**config.mk**
```make
export PLATFORM = sky130hd
export DESIGN_NAME = serial_subtractor_flat
export DESIGN_NICKNAME = d
export VERILOG_FILES = /design/src/rtl/serial_subtractor_pkg.sv /design/src/rtl/serial_subtractor_if.sv /design/src/rtl/serial_subtractor_full_subtractor.sv /design/src/rtl/serial_subtractor.sv /design/src/flat_wrapper.sv
export SDC_FILE = /design/constraint.sdc
export NUM_CORES = 1
export LEC_CHECK = 0
export ABC_CLOCK_PERIOD_IN_PS = 3500
export BUFFER_PORTS_ARGS = -buffer_cell sky130_fd_sc_hd__buf_4
export CAP_MARGIN = 20
export CORE_MARGIN = 2
export CORE_UTILIZATION = 50
export CTS_CLUSTER_SIZE = 28
export DETAILED_ROUTE_END_ITERATION = 12
export PLACE_DENSITY = 0.73
export SETUP_SLACK_MARGIN = 0.3
export SLEW_MARGIN = 20
export SYNTH_ARGS = -nofsm -noshare
export SYNTH_HDL_FRONTEND = slang
export SYNTH_SLANG_ARGS = --single-unit
```
**constraint.sdc**
```tcl
create_clock -name clk -period 3.5 [get_ports clk]
set_clock_uncertainty 0.1 [all_clocks]
set_input_delay 0.7 -clock clk [delete_from_list [all_inputs] [get_ports clk]]
set_output_delay 0.7 -clock clk [all_outputs]
set_load 0.03 [all_outputs]
```
**src/rtl/serial_subtractor_pkg.sv**
```systemverilog
// Shared types and reset constants for the bit-serial subtractor.
package serial_subtractor_pkg;

  localparam int unsigned DEFAULT_WIDTH = 8;

  typedef enum logic [1:0] {
    IDLE  = 2'd0,
    SHIFT = 2'd1,
    DONE  = 2'd2
  } state_t;

  localparam logic RST_BUSY = 1'b0;
  localparam logic RST_DONE = 1'b0;
  localparam logic RST_B_O  = 1'b0;
  localparam logic RST_ZERO = 1'b0;
  localparam logic RST_OVF  = 1'b0;

endpackage

```
**src/rtl/serial_subtractor_if.sv**
```systemverilog
// Request/result bundle between a requester and the serial subtractor.
interface serial_subtractor_if #(
  parameter int unsigned WIDTH = 8
);
  logic             start;
  logic [WIDTH-1:0] a;
  logic [WIDTH-1:0] b;
  logic             busy;
  logic             done;
  logic [WIDTH-1:0] diff;
  logic             b_o;
  logic             zero;
  logic             ovf;

  modport master (
    output start, a, b,
    input  busy, done, diff, b_o, zero, ovf
  );

  modport slave (
    input  start, a, b,
    output busy, done, diff, b_o, zero, ovf
  );
endinterface

```
**src/rtl/serial_subtractor_full_subtractor.sv**
```systemverilog
// One-bit full-subtractor cell: diff = x - y - b_i with borrow out.
module full_subtractor (
  output logic diff,
  output logic b_o,
  input  logic x,
  input  logic y,
  input  logic b_i
);
  assign diff = x ^ y ^ b_i;
  assign b_o  = (~x & y) | (~(x ^ y) & b_i);
endmodule

```
**src/rtl/serial_subtractor.sv**
```systemverilog
// Bit-serial A - B, LSB first, one full-subtractor cell and a borrow flop.
// Optional signed-overflow flag enabled by SERIAL_SUBTRACTOR_OVF_EN.
module serial_subtractor
  import serial_subtractor_pkg::*;
#(
  parameter int unsigned WIDTH = DEFAULT_WIDTH
) (
  input logic               clk,
  input logic               rst_n,
  serial_subtractor_if.slave bus
);

  localparam int unsigned CNT_W = $clog2(WIDTH);
  localparam logic [CNT_W-1:0] LAST_CNT = CNT_W'(WIDTH - 1);

  state_t           state, state_nxt;
  logic             load_c, shift_c, last_c, finish_c;
  logic [WIDTH-1:0] a_sr, b_sr, res_sr;
  logic [CNT_W-1:0] cnt;
  logic             bor;
  logic             d_c, bor_nxt_c;

  logic             busy_q, done_q, b_o_q, zero_q;
  logic [WIDTH-1:0] diff_q;

  // State register
  always_ff @(posedge clk or negedge rst_n) begin
    if (!rst_n) state <= IDLE;
    else        state <= state_nxt;
  end

  // Next-state logic
  always_comb begin
    state_nxt = state;
    case (state)
      IDLE:    if (bus.start) state_nxt = SHIFT;
      SHIFT:   if (cnt == LAST_CNT) state_nxt = DONE;
      DONE:    state_nxt = IDLE;
      default: state_nxt = IDLE;
    endcase
  end

  // Control decode
  always_comb begin
    load_c   = 1'b0;
    shift_c  = 1'b0;
    last_c   = 1'b0;
    finish_c = 1'b0;
    case (state)
      IDLE:    load_c   = bus.start;
      SHIFT:   begin
        shift_c = 1'b1;
        last_c  = (cnt == LAST_CNT);
      end
      DONE:    finish_c = 1'b1;
      default: ;
    endcase
  end

  full_subtractor u_cell (
    .diff (d_c),
    .b_o  (bor_nxt_c),
    .x    (a_sr[0]),
    .y    (b_sr[0]),
    .b_i  (bor)
  );

  // Operand/result shift registers, borrow and bit counter
  always_ff @(posedge clk or negedge rst_n) begin
    if (!rst_n) begin
      a_sr   <= '0;
      b_sr   <= '0;
      res_sr <= '0;
      bor    <= 1'b0;
      cnt    <= '0;
    end else if (load_c) begin
      a_sr   <= bus.a;
      b_sr   <= bus.b;
      bor    <= 1'b0;
      cnt    <= '0;
    end else if (shift_c) begin
      a_sr   <= {1'b0, a_sr[WIDTH-1:1]};
      b_sr   <= {1'b0, b_sr[WIDTH-1:1]};
      res_sr <= {d_c, res_sr[WIDTH-1:1]};
      bor    <= bor_nxt_c;
      cnt    <= cnt + CNT_W'(1);
    end
  end

  // Result registers: only move when the DONE state publishes a result
  always_ff @(posedge clk or negedge rst_n) begin
    if (!rst_n) begin
      busy_q <= RST_BUSY;
      done_q <= RST_DONE;
      diff_q <= '0;
      b_o_q  <= RST_B_O;
      zero_q <= RST_ZERO;
    end else begin
      busy_q <= (state != IDLE);
      done_q <= finish_c;
      if (finish_c) begin
        diff_q <= res_sr;
        b_o_q  <= bor;
        zero_q <= (res_sr == '0);
      end
    end
  end

`ifdef SERIAL_SUBTRACTOR_OVF_EN
  logic ovf_pend, ovf_q;

  // Operand MSBs sit at bit 0 during the last shift, alongside the result MSB
  always_ff @(posedge clk or negedge rst_n) begin
    if (!rst_n) begin
      ovf_pend <= RST_OVF;
      ovf_q    <= RST_OVF;
    end else begin
      if (last_c)   ovf_pend <= (a_sr[0] != b_sr[0]) && (d_c != a_sr[0]);
      if (finish_c) ovf_q    <= ovf_pend;
    end
  end

  assign bus.ovf = ovf_q;
`else
  assign bus.ovf = RST_OVF;
`endif

  assign bus.busy = busy_q;
  assign bus.done = done_q;
  assign bus.diff = diff_q;
  assign bus.b_o  = b_o_q;
  assign bus.zero = zero_q;

endmodule

```
**src/flat_wrapper.sv**
```systemverilog
// flat-port wrapper written by rule: the top's interface ports become plain ports
module serial_subtractor_flat import serial_subtractor_pkg::*;
#(
  parameter int unsigned WIDTH = DEFAULT_WIDTH
)
  (clk, rst_n, bus_start, bus_a, bus_b, bus_busy, bus_done, bus_diff, bus_b_o, bus_zero, bus_ovf);
  serial_subtractor_if #(.WIDTH(WIDTH)) bus_i ();
  input logic clk;
  input logic rst_n;
  input wire logic [$bits(bus_i.start)-1:0] bus_start;
  input wire logic [$bits(bus_i.a)-1:0] bus_a;
  input wire logic [$bits(bus_i.b)-1:0] bus_b;
  output wire logic [$bits(bus_i.busy)-1:0] bus_busy;
  output wire logic [$bits(bus_i.done)-1:0] bus_done;
  output wire logic [$bits(bus_i.diff)-1:0] bus_diff;
  output wire logic [$bits(bus_i.b_o)-1:0] bus_b_o;
  output wire logic [$bits(bus_i.zero)-1:0] bus_zero;
  output wire logic [$bits(bus_i.ovf)-1:0] bus_ovf;
  assign bus_i.start = bus_start;
  assign bus_i.a = bus_a;
  assign bus_i.b = bus_b;
  assign bus_busy = bus_i.busy;
  assign bus_done = bus_i.done;
  assign bus_diff = bus_i.diff;
  assign bus_b_o = bus_i.b_o;
  assign bus_zero = bus_i.zero;
  assign bus_ovf = bus_i.ovf;
  serial_subtractor #(.WIDTH(WIDTH)) u_core (.clk(clk), .rst_n(rst_n), .bus(bus_i));
endmodule
```
## Word level (Yosys, flattened, before mapping)

Cells that the tools add are included.

- $add $sub $neg: 1
- Reduce and logical (&&, ||, !) cells: 6
- Eq/ne operators: 5
- Muxes and demuxes: 14
- Bitwise logic cells: 8

Operator list:

| operator | number |
|---|---|
| 8-bit two-way mux | 4 |
| 8-bit logical NOT | 1 |
| 3-bit two-way mux | 2 |
| 1-bit two-way mux | 5 |
| 2-bit two-way mux | 2 |
| 2-bit case mux with 2 select lines | 1 |
| 2-bit AND reduction | 2 |
| 2-bit nonzero test | 2 |
| 3-bit by 1-bit adder with 3-bit output (second input constant) | 1 |
| 3-bit == test (second input constant) | 1 |
| 1-bit NOT | 3 |
| 1-bit AND | 2 |
| 2-bit by 1-bit == test with 1-bit output (second input constant) | 1 |
| 2-bit == test (second input constant) | 1 |
| 2-bit logical NOT | 1 |
| 2-bit by 1-bit inequality test with 1-bit output (second input constant) | 1 |
| 2-bit inequality test (second input constant) | 1 |
| 1-bit XOR | 2 |
| 1-bit bitwise OR | 1 |

- Output and inout port bits: 13
- Word-level logic and storage cells: 45
- Register bits: 42

## Depth between registers and ports, before layout

Gate-level depths: netlist of run 1.

- Word-level depth: 6
- Depth in mapped cells: 5

## Cells and area by module

Synthesis of run 1 repeated with hierarchy kept, for this count alone.

- Cell total of the unflattened synthesis: 179
- Area, all modules: 1,776.7 um^2

Modules (own cells, without submodules):

| module | cells an instance | instances | area each (um^2) |
|---|---|---|---|
| serial_subtractor | 175 | 1 | 1,745.4 |
| full_subtractor | 4 | 1 | 31.3 |

## Least setup slack after synthesis of run 1

No wires, ideal clock.

- Path type: input to register
- Start point: input bus_start
- End point: register u_core.a_sr[3]
- Arrival: 1,444 ps
- Data required time: 3,274 ps
- Path buffers: 2
- Slack: 1,829 ps
- Cell stages on the path: 5
- Cell sequence: or3b_1 -> buf_2 -> buf_2 -> nor2_1 -> a31oi_1

- Longest elaborated chain between the ends: 2
- Elaborated cells between the ends (all ways): 3

Ends and longest elaborated chain:

| element | RTL line | text |
|---|---|---|
| from (decl) | flat_wrapper.sv:10 | `input wire logic [$bits(bus_i.start)-1:0] bus_start;` |
| 1-bit two-way mux * | serial_subtractor.sv:49 | `case (state)` |
| 8-bit two-way mux / 2-bit nonzero test (equally long branches) | - |  |
| to (signal assigned) | serial_subtractor.sv:77 | `a_sr <= bus.a;` |
| to (signal assigned) | serial_subtractor.sv:82 | `a_sr <= {1'b0, a_sr[WIDTH-1:1]};` |
| to (decl) | serial_subtractor.sv:18 | `logic [WIDTH-1:0] a_sr, b_sr, res_sr;` |

Every way passes the cells marked *; elsewhere a longest branch is shown, timed or not.
A chain may end at the register's enable or synchronous reset.

## Final worst setup path of run 1

- Start point: register u_core.state[1]
- End point: register u_core.b_sr[6]

- Longest elaborated chain between the ends: 3
- Elaborated cells between the ends (all ways): 6

Ends and longest elaborated chain:

| element | RTL line | text |
|---|---|---|
| from (decl) | serial_subtractor.sv:16 | `state_t state, state_nxt;` |
| from (signal assigned) | serial_subtractor.sv:29 | `else state <= state_nxt;` |
| 2-bit by 1-bit == test with 1-bit output / 2-bit logical NOT (equally long branches) | - |  |
| 1-bit two-way mux | serial_subtractor.sv:49 |  |
| 2-bit nonzero test (no source line) / 8-bit two-way mux (equally long branches) | - |  |
| to (signal assigned) | serial_subtractor.sv:78 | `b_sr <= bus.b;` |
| to (signal assigned) | serial_subtractor.sv:83 | `b_sr <= {1'b0, b_sr[WIDTH-1:1]};` |
| to (decl) | serial_subtractor.sv:18 |  |

Parallel ways exist; a longest one is shown, timed or not.

==> results of run 1 <==
synthesized netlist by cell type:
master / number / area (um^2)
o21ai_1: 1 / 5.00
ha_1: 2 / 25.0
nor3_1: 1 / 5.00
nand2_1: 59 / 221
a221o_1: 1 / 10.0
nor3b_1: 1 / 7.51
nand2b_1: 2 / 12.5
buf_6: 2 / 22.5
fa_1: 1 / 20.0
dfrtp_1: 42 / 1050
buf_2: 6 / 30.0
inv_1: 2 / 7.51
nor4_1: 2 / 12.5
or2_2: 1 / 6.26
nor2b_1: 1 / 6.26
a22oi_1: 1 / 7.51
o21ai_0: 3 / 15.0
and2_1: 1 / 6.26
nor2_1: 12 / 45.0
a31oi_1: 12 / 75.1
conb_1: 1 / 3.75
mux2_2: 9 / 101
or3b_1: 1 / 8.76
buf_4: 1 / 7.51
nand3_1: 7 / 35.0
clkbuf_1: 3 / 11.3
cell families (layout without fill, tap and decap cells):
family,count (synthesis),count (layout),share of synthesized area (%)
and+or+nand+nor,88,88,20.8
DFF,42,42,59.7
AOI/OAI and AO/OA,18,18,6.40
buffers and inverters,14,41,4.48
muxes,9,9,5.76
adders and majority gates,3,3,2.56
other,1,1,0.213
power by group:
group | switching [mW] | leakage (nW) | internal [mW] | total (mW)
combinational | 0.444 | 0.475 | 0.294 | 0.738
clock | 0.148 | 0.0353 | 0.0974 | 0.246
sequential | 0.137 | 0.527 | 0.703 | 0.840
worst reg2reg max path, stage by stage, from the launching register on:
cell	delay, ns
dfrtp_1	0.44
or3b_1	0.77
nor2_1	0.23
a31oi_1	0.07
area by class of cell:
cell class              count  area [um^2]  area share [%]
flip-flops and latches     42         1050            51.5
multi-input cells         119          632            31.0
repair buffers             31          233            11.4
well taps                  46         57.6            2.82
clock buffers               7         55.1            2.70
inverters                   2         7.51           0.368
clock inverters             1         5.00           0.245
cells in the final DEF (no fill, tap or decap), types with 2 or more instances in the layout:
master     n
nor4_1     2
ha_1       2
buf_4     31
nand3_1    7
o21ai_0    3
nor2_1    12
a31oi_1   12
inv_1      2
dfrtp_1   42
nand2_1   59
mux2_2     9
clkbuf_4   5
worst paths after layout:
kind / from / to / cells past startpoint
worst max-delay path: u_core.state[1]$_DFFE_PN0P_ / u_core.b_sr[6]$_DFFE_PN0P_ / 3
worst min-delay path: rst_n / u_core.a_sr[2]$_DFFE_PN0P_ / 1
max in group asynchronous: rst_n / u_core.a_sr[7]$_DFFE_PN0P_ / 1
worst max register to register: u_core.state[1]$_DFFE_PN0P_ / u_core.b_sr[6]$_DFFE_PN0P_ / 3
worst min register to register: u_core.bus.zero$_DFFE_PN0P_ / u_core.bus.zero$_DFFE_PN0P_ / 2
min in group clk: u_core.bus.zero$_DFFE_PN0P_ / u_core.bus.zero$_DFFE_PN0P_ / 2
state kept, by name, indices dropped and copies added (netlist names):
register / flops
u_core.res_sr: 8
u_core.cnt: 3
u_core.bor: 1
u_core.state: 2
u_core.bus.busy: 1
u_core.bus.diff: 8
u_core.a_sr: 8
u_core.bus.b_o: 1
u_core.b_sr: 8
u_core.bus.zero: 1
u_core.bus.done: 1
layer usage:
layer | wire length (um) | track usage, % | vias to the layer above
li1 | - | - | 626
met1 | 1350 | 21.7 | 614
met2 | 1480 | 28.2 | 23
met3 | 135 | 3.93 | 7
met4 | 70 | 8.97 | 0
met5 | 0 | 0 | -
metrics by stage:
stage	area [um^2]	power, mW
6_report	2040	1.82
5_1_grt	2040	1.99
4_1_cts	2040	1.85
3_5_place_dp	1980	1.60
3_3_place_gp	1980	1.56
2_1_floorplan	1760	1.38
==> flow_metrics.tcl, run 1 <==
set metrics [dict create \
    place.gp.congestion 0.685 \
    min_period_over_period_pct 50.6 \
    power_density_nw_per_um2 893 \
    initial_core_util_pct 52.3 \
    tightest_slew_ns 0.910 \
    critPathBufInv 0 \
    die_area_um2 4010 \
    row_count 21 \
    relSlewSlack_pct 39.3 \
    drc_errors 0 \
    p_leak_nw 1.04 \
    cts-hold-fix-buffers 0 \
    setup_violations 0 \
    drt_first_pass_iters 4 \
    synthCells 175 \
    synth_area_um2 1760 \
    cts.sinks 42 \
    path_clk_slew_ns 0.11 \
    post-cts-setup-buffers 0 \
    worst_hold_slack_ns 0.197 \
    fin_tns_setup_ns 0 \
    grt_pass1_wl_mm 5.31 \
    initialDrtViolationCount 66 \
    crit_path_end_kind "flip-flop" \
    hold_class "in2async" \
    rsz0062_at_grt "false" \
    ys_ff_latch 42 \
    ctsResizeCount 0 \
    crit_family "simple AND/OR/NAND/NOR gates" \
    cts-buffers-inserted 5 \
    drv_cap 0 \
    worst_setup_path_start_kind "flip-flop" \
    cp.required_ns 3.59 \
    reg2reg_slack_ns 1.73 \
    ios 32 \
    core_um2 3360 \
    ant_nets 0 \
    grt_overflow 0 \
    setup_slack_ns 1.73 \
    grtUsageTotal_pct 17.3 \
    peakVddDrop_mv 0.357 \
    worstPathMaxFanout 32 \
    antenna_found_initial 0 \
    synth.distinct_cells 26 \
    yosys_warnings 0 \
    place_ws_ns 1.41 \
    antennaDiodeCount 0 \
    viasPerCell 5.12 \
    path_class "reg2reg" \
    fin_crit_ns 1.77 \
    tritoncts "done" \
    dr_total_vias 1270 \
    grt_pass1_vias 1224 \
    n_fill_cell 308 \
    cts_max_path_buffers 2 \
    instances_no_fill 248 \
    max_stage_delay_ns 0.77 \
    clock_latency_ns 0.35 \
    status "finished clean" \
    slew_violations 0 \
    synthesis.nets 197 \
    dieHeight_um 63.3 \
    wl_per_cell_um 12.3 \
    cp_data_arrival_time_ns 1.86 \
    die_x_um 63.3 \
    finalCoreUtilization_pct 60.7 \
    finalHoldViolCount 0 \
    place_inst 240 \
    htreeDepth 2 \
    hpwl_mm 2.04 \
    maxClockFrequency_mhz 565 \
    area.growth.synth_to_final_pct 16.0 \
    seq_area_frac_synth_pct 59.7 \
    crit_chain "or3b_1 > nor2_1 > a31oi_1" \
    grt_max_degree 43 \
    slowest_stage "or3b_1" \
    nets 223 \
    drive_gt1_share_pct 24.3 \
    root_buffer "clkbuf_4" \
    routed_wl_mm 3.04 \
    io_buffers 30 \
    avgSynthCellArea_um2 10.1 \
]
Note: power is estimated with default switching activity, not from simulation.
==> run 2, diff against run 1 <==
--- a/config.mk
+++ b/config.mk
@@ -5,14 +5,14 @@
 export SDC_FILE = /design/constraint.sdc
 export NUM_CORES = 1
 export LEC_CHECK = 0
-export ABC_CLOCK_PERIOD_IN_PS = 3500
+export ABC_CLOCK_PERIOD_IN_PS = 1600
 export BUFFER_PORTS_ARGS = -buffer_cell sky130_fd_sc_hd__buf_4
 export CAP_MARGIN = 20
 export CORE_MARGIN = 2
-export CORE_UTILIZATION = 50
+export CORE_UTILIZATION = 49
 export CTS_CLUSTER_SIZE = 28
 export DETAILED_ROUTE_END_ITERATION = 12
-export PLACE_DENSITY = 0.73
+export PLACE_DENSITY = 0.74
 export SETUP_SLACK_MARGIN = 0.3
 export SLEW_MARGIN = 20
 export SYNTH_ARGS = -nofsm -noshare
==> constraint.sdc (replaced) <==
create_clock -name clk -period 1.6 [get_ports clk]
set_clock_uncertainty 0.1 [all_clocks]
set_input_delay 0.32 -clock clk [delete_from_list [all_inputs] [get_ports clk]]
set_output_delay 0.32 -clock clk [all_outputs]
set_load 0.03 [all_outputs]
==> run 2 against run 1 <==
Against the previous run:
- sequential power rose by 120%
- final cell count increased by 7.3%
- via count rose by 12%
- first-iteration DRC count is 23% higher
==> flow_metrics.tcl, run 2 (same netlist as run 1, synthesis figures left out) <==
set metrics [dict create \
    status "finished clean" \
    path_class "reg2reg" \
    grt_overflow 0 \
    maxClockFrequency_mhz 700 \
    worst_setup_path_start_kind "flip-flop" \
    grtUsageMet1_pct 28.7 \
    worst_r2r_startpoint "u_core.state[0]$_DFFE_PN0P_" \
    tritoncts "done" \
    cp.required_ns 1.75 \
    seqCellArea_um2 1050 \
    reg2reg_slack_ns 0.17 \
    fin_tns_setup_ns 0 \
    dieHeight_um 63.9 \
    routed_wl_mm 4.08 \
    core_um2 3390 \
    drt_first_pass_iters 4 \
    io_buffers 30 \
    n_fill_cell 247 \
    relSlewSlack_pct 65.3 \
    crit_family "simple AND/OR/NAND/NOR gates" \
    cts_max_path_buffers 2 \
    hpwl_mm 2.26 \
    ios 32 \
    r2r_cells 4 \
    die_area_um2 4090 \
    viasPerCell 5.37 \
    multi_input_area_um2 788 \
    place.gp.congestion 0.698 \
    drv_cap 0 \
    power_density_nw_per_um2 2020 \
    max_stage_delay_ns 0.48 \
    grt_max_degree 43 \
    antennaDiodeCount 0 \
    path_clk_slew_ns 0.13 \
    dr_total_vias 1428 \
    finalHoldViolCount 0 \
    die_x_um 63.9 \
    timing.rr.end "u_core.b_sr[6]$_DFFE_PN0P_" \
    ant_nets 0 \
    row_count 21 \
    htreeDepth 2 \
    wl_per_cell_um 15.3 \
    hold_depth 3 \
    fin_crit_ns 1.43 \
    critPathBufInv 1 \
    initialDrtViolationCount 81 \
    nets 241 \
    crit_chain "or3b_4 > buf_12 > nor2_4 > a31oi_1" \
    peakVddDrop_mv 0.898 \
    slew_violations 0 \
    p_leak_nw 1.21 \
    setup_violations 0 \
    grt_pass1_vias 1422 \
    antenna_found_initial 0 \
    cp_data_arrival_time_ns 1.58 \
    cts-buffers-inserted 5 \
    grt_pass1_wl_mm 6.77 \
    placed_area_um2 2040 \
    setup_slack_ns 0.171 \
    grt_busiest_layer "met2" \
    rsz0062_at_grt "true" \
    critPathLaunch "u_core.state[0]$_DFFE_PN0P_" \
    final_cell_mix "nand2_1 (59), dfrtp_1 (42), buf_4 (28), buf_6 (14), a31oi_1 (10)" \
    root_buffer "clkbuf_4" \
    drive_gt1_share_pct 40.5 \
    min_period_over_period_pct 89.3 \
    min_to "u_core.b_sr[7]$_DFFE_PN0P_" \
    worst_hold_slack_ns 0.0441 \
    grt_use_met2_pct 35.3 \
    met3_usage_pct 5.46 \
    slowest_stage "or3b_4" \
    worstPathMaxFanout 8 \
    finalCoreUtilization_pct 73.2 \
    cts.sinks 42 \
    clock_latency_ns 0.37 \
    layout_commonest_cell "nand2_1" \
    path_depth 4 \
    drc_errors 0 \
    place_ws_ns 0.113 \
    finish.instance_area_um2 2480 \
    tightest_slew_ns 0.520 \
    hold_class "in2reg" \
    initial_core_util_pct 51.9 \
    hold_start "bus_b[7]" \
    crit_path_end_kind "flip-flop" \
    area.growth.synth_to_final_pct 41.0 \
    grtUsageTotal_pct 21.9 \
]
run 2: cell types whose count changed in the layout (fill, tap and decap cells not counted), sizes merged:
cell         change
buf             +15
bufbuf           +1
bufinv           +1
clkinv           -1
dlygate4sd3      +1
nand2b           +1
run 2: per-stage QoR:
step | cells | total power, mW
final | 266 | 5.01
after global routing | 266 | 5.33
after CTS | 263 | 4.84
after detailed placement | 245 | 3.65
after global placement | 245 | 3.53
after floorplan | 175 | 3.06
run 2: repair_timing:
| action | 4_1_cts | 5_1_grt |
|---|---|---|
| buffers inserted | 6 | 2 |
| resized for setup | 38 | 17 |
| hold buffers | 1 | 0 |
| cloned | 3 | 1 |
| pin swaps | 4 | 1 |
| endpoints found under the hold margin | 42 | 0 |
| endpoints found under the setup margin | 44 | 48 |
run 2: layout make-up:
class,count,area share (%)
clock inverters,1,1.21
flip-flops and latches,42,42.4
repair buffers,48,20.2
inverters,2,0.303
well taps,46,2.32
multi-input cells,120,31.8
clock buffers,7,1.82
run 2: worst max path at each step:
stage | to | slack, ns
after global placement | u_core.bus.diff[5]$_DFFE_PN0P_ | 0.19
after floorplan | u_core.a_sr[7]$_DFFE_PN0P_ | 0.24
final | u_core.b_sr[6]$_DFFE_PN0P_ | 0.17
after global routing | u_core.a_sr[6]$_DFFE_PN0P_ | 0.13
after CTS | u_core.b_sr[6]$_DFFE_PN0P_ | 0.20
after detailed placement | u_core.bus.diff[7]$_DFFE_PN0P_ | 0.11
run 2: report_power, final:
group	switching (mW)	total (mW)	internal, mW
Sequential	0.357	1.89	1.54
Combinational	1.24	2.44	1.20
Clock	0.342	0.674	0.332
Total	1.93	5.01	3.07
run 2: worst register-to-register path, delay by kind of cell, from the launching register on:
kind | cells | cell delay (ns)
buffers and inverters | 1 | 0.18
DFF | 1 | 0.42
AOI/OAI and AO/OA | 1 | 0.05
and+or+nand+nor | 2 | 0.56
run 2: per-layer routing:
layer | vias up | wire (um)
met3 | 6 | 186
li1 | 672 | -
met2 | 33 | 2060
met4 | 0 | 61
met1 | 717 | 1780
met5 | - | 0
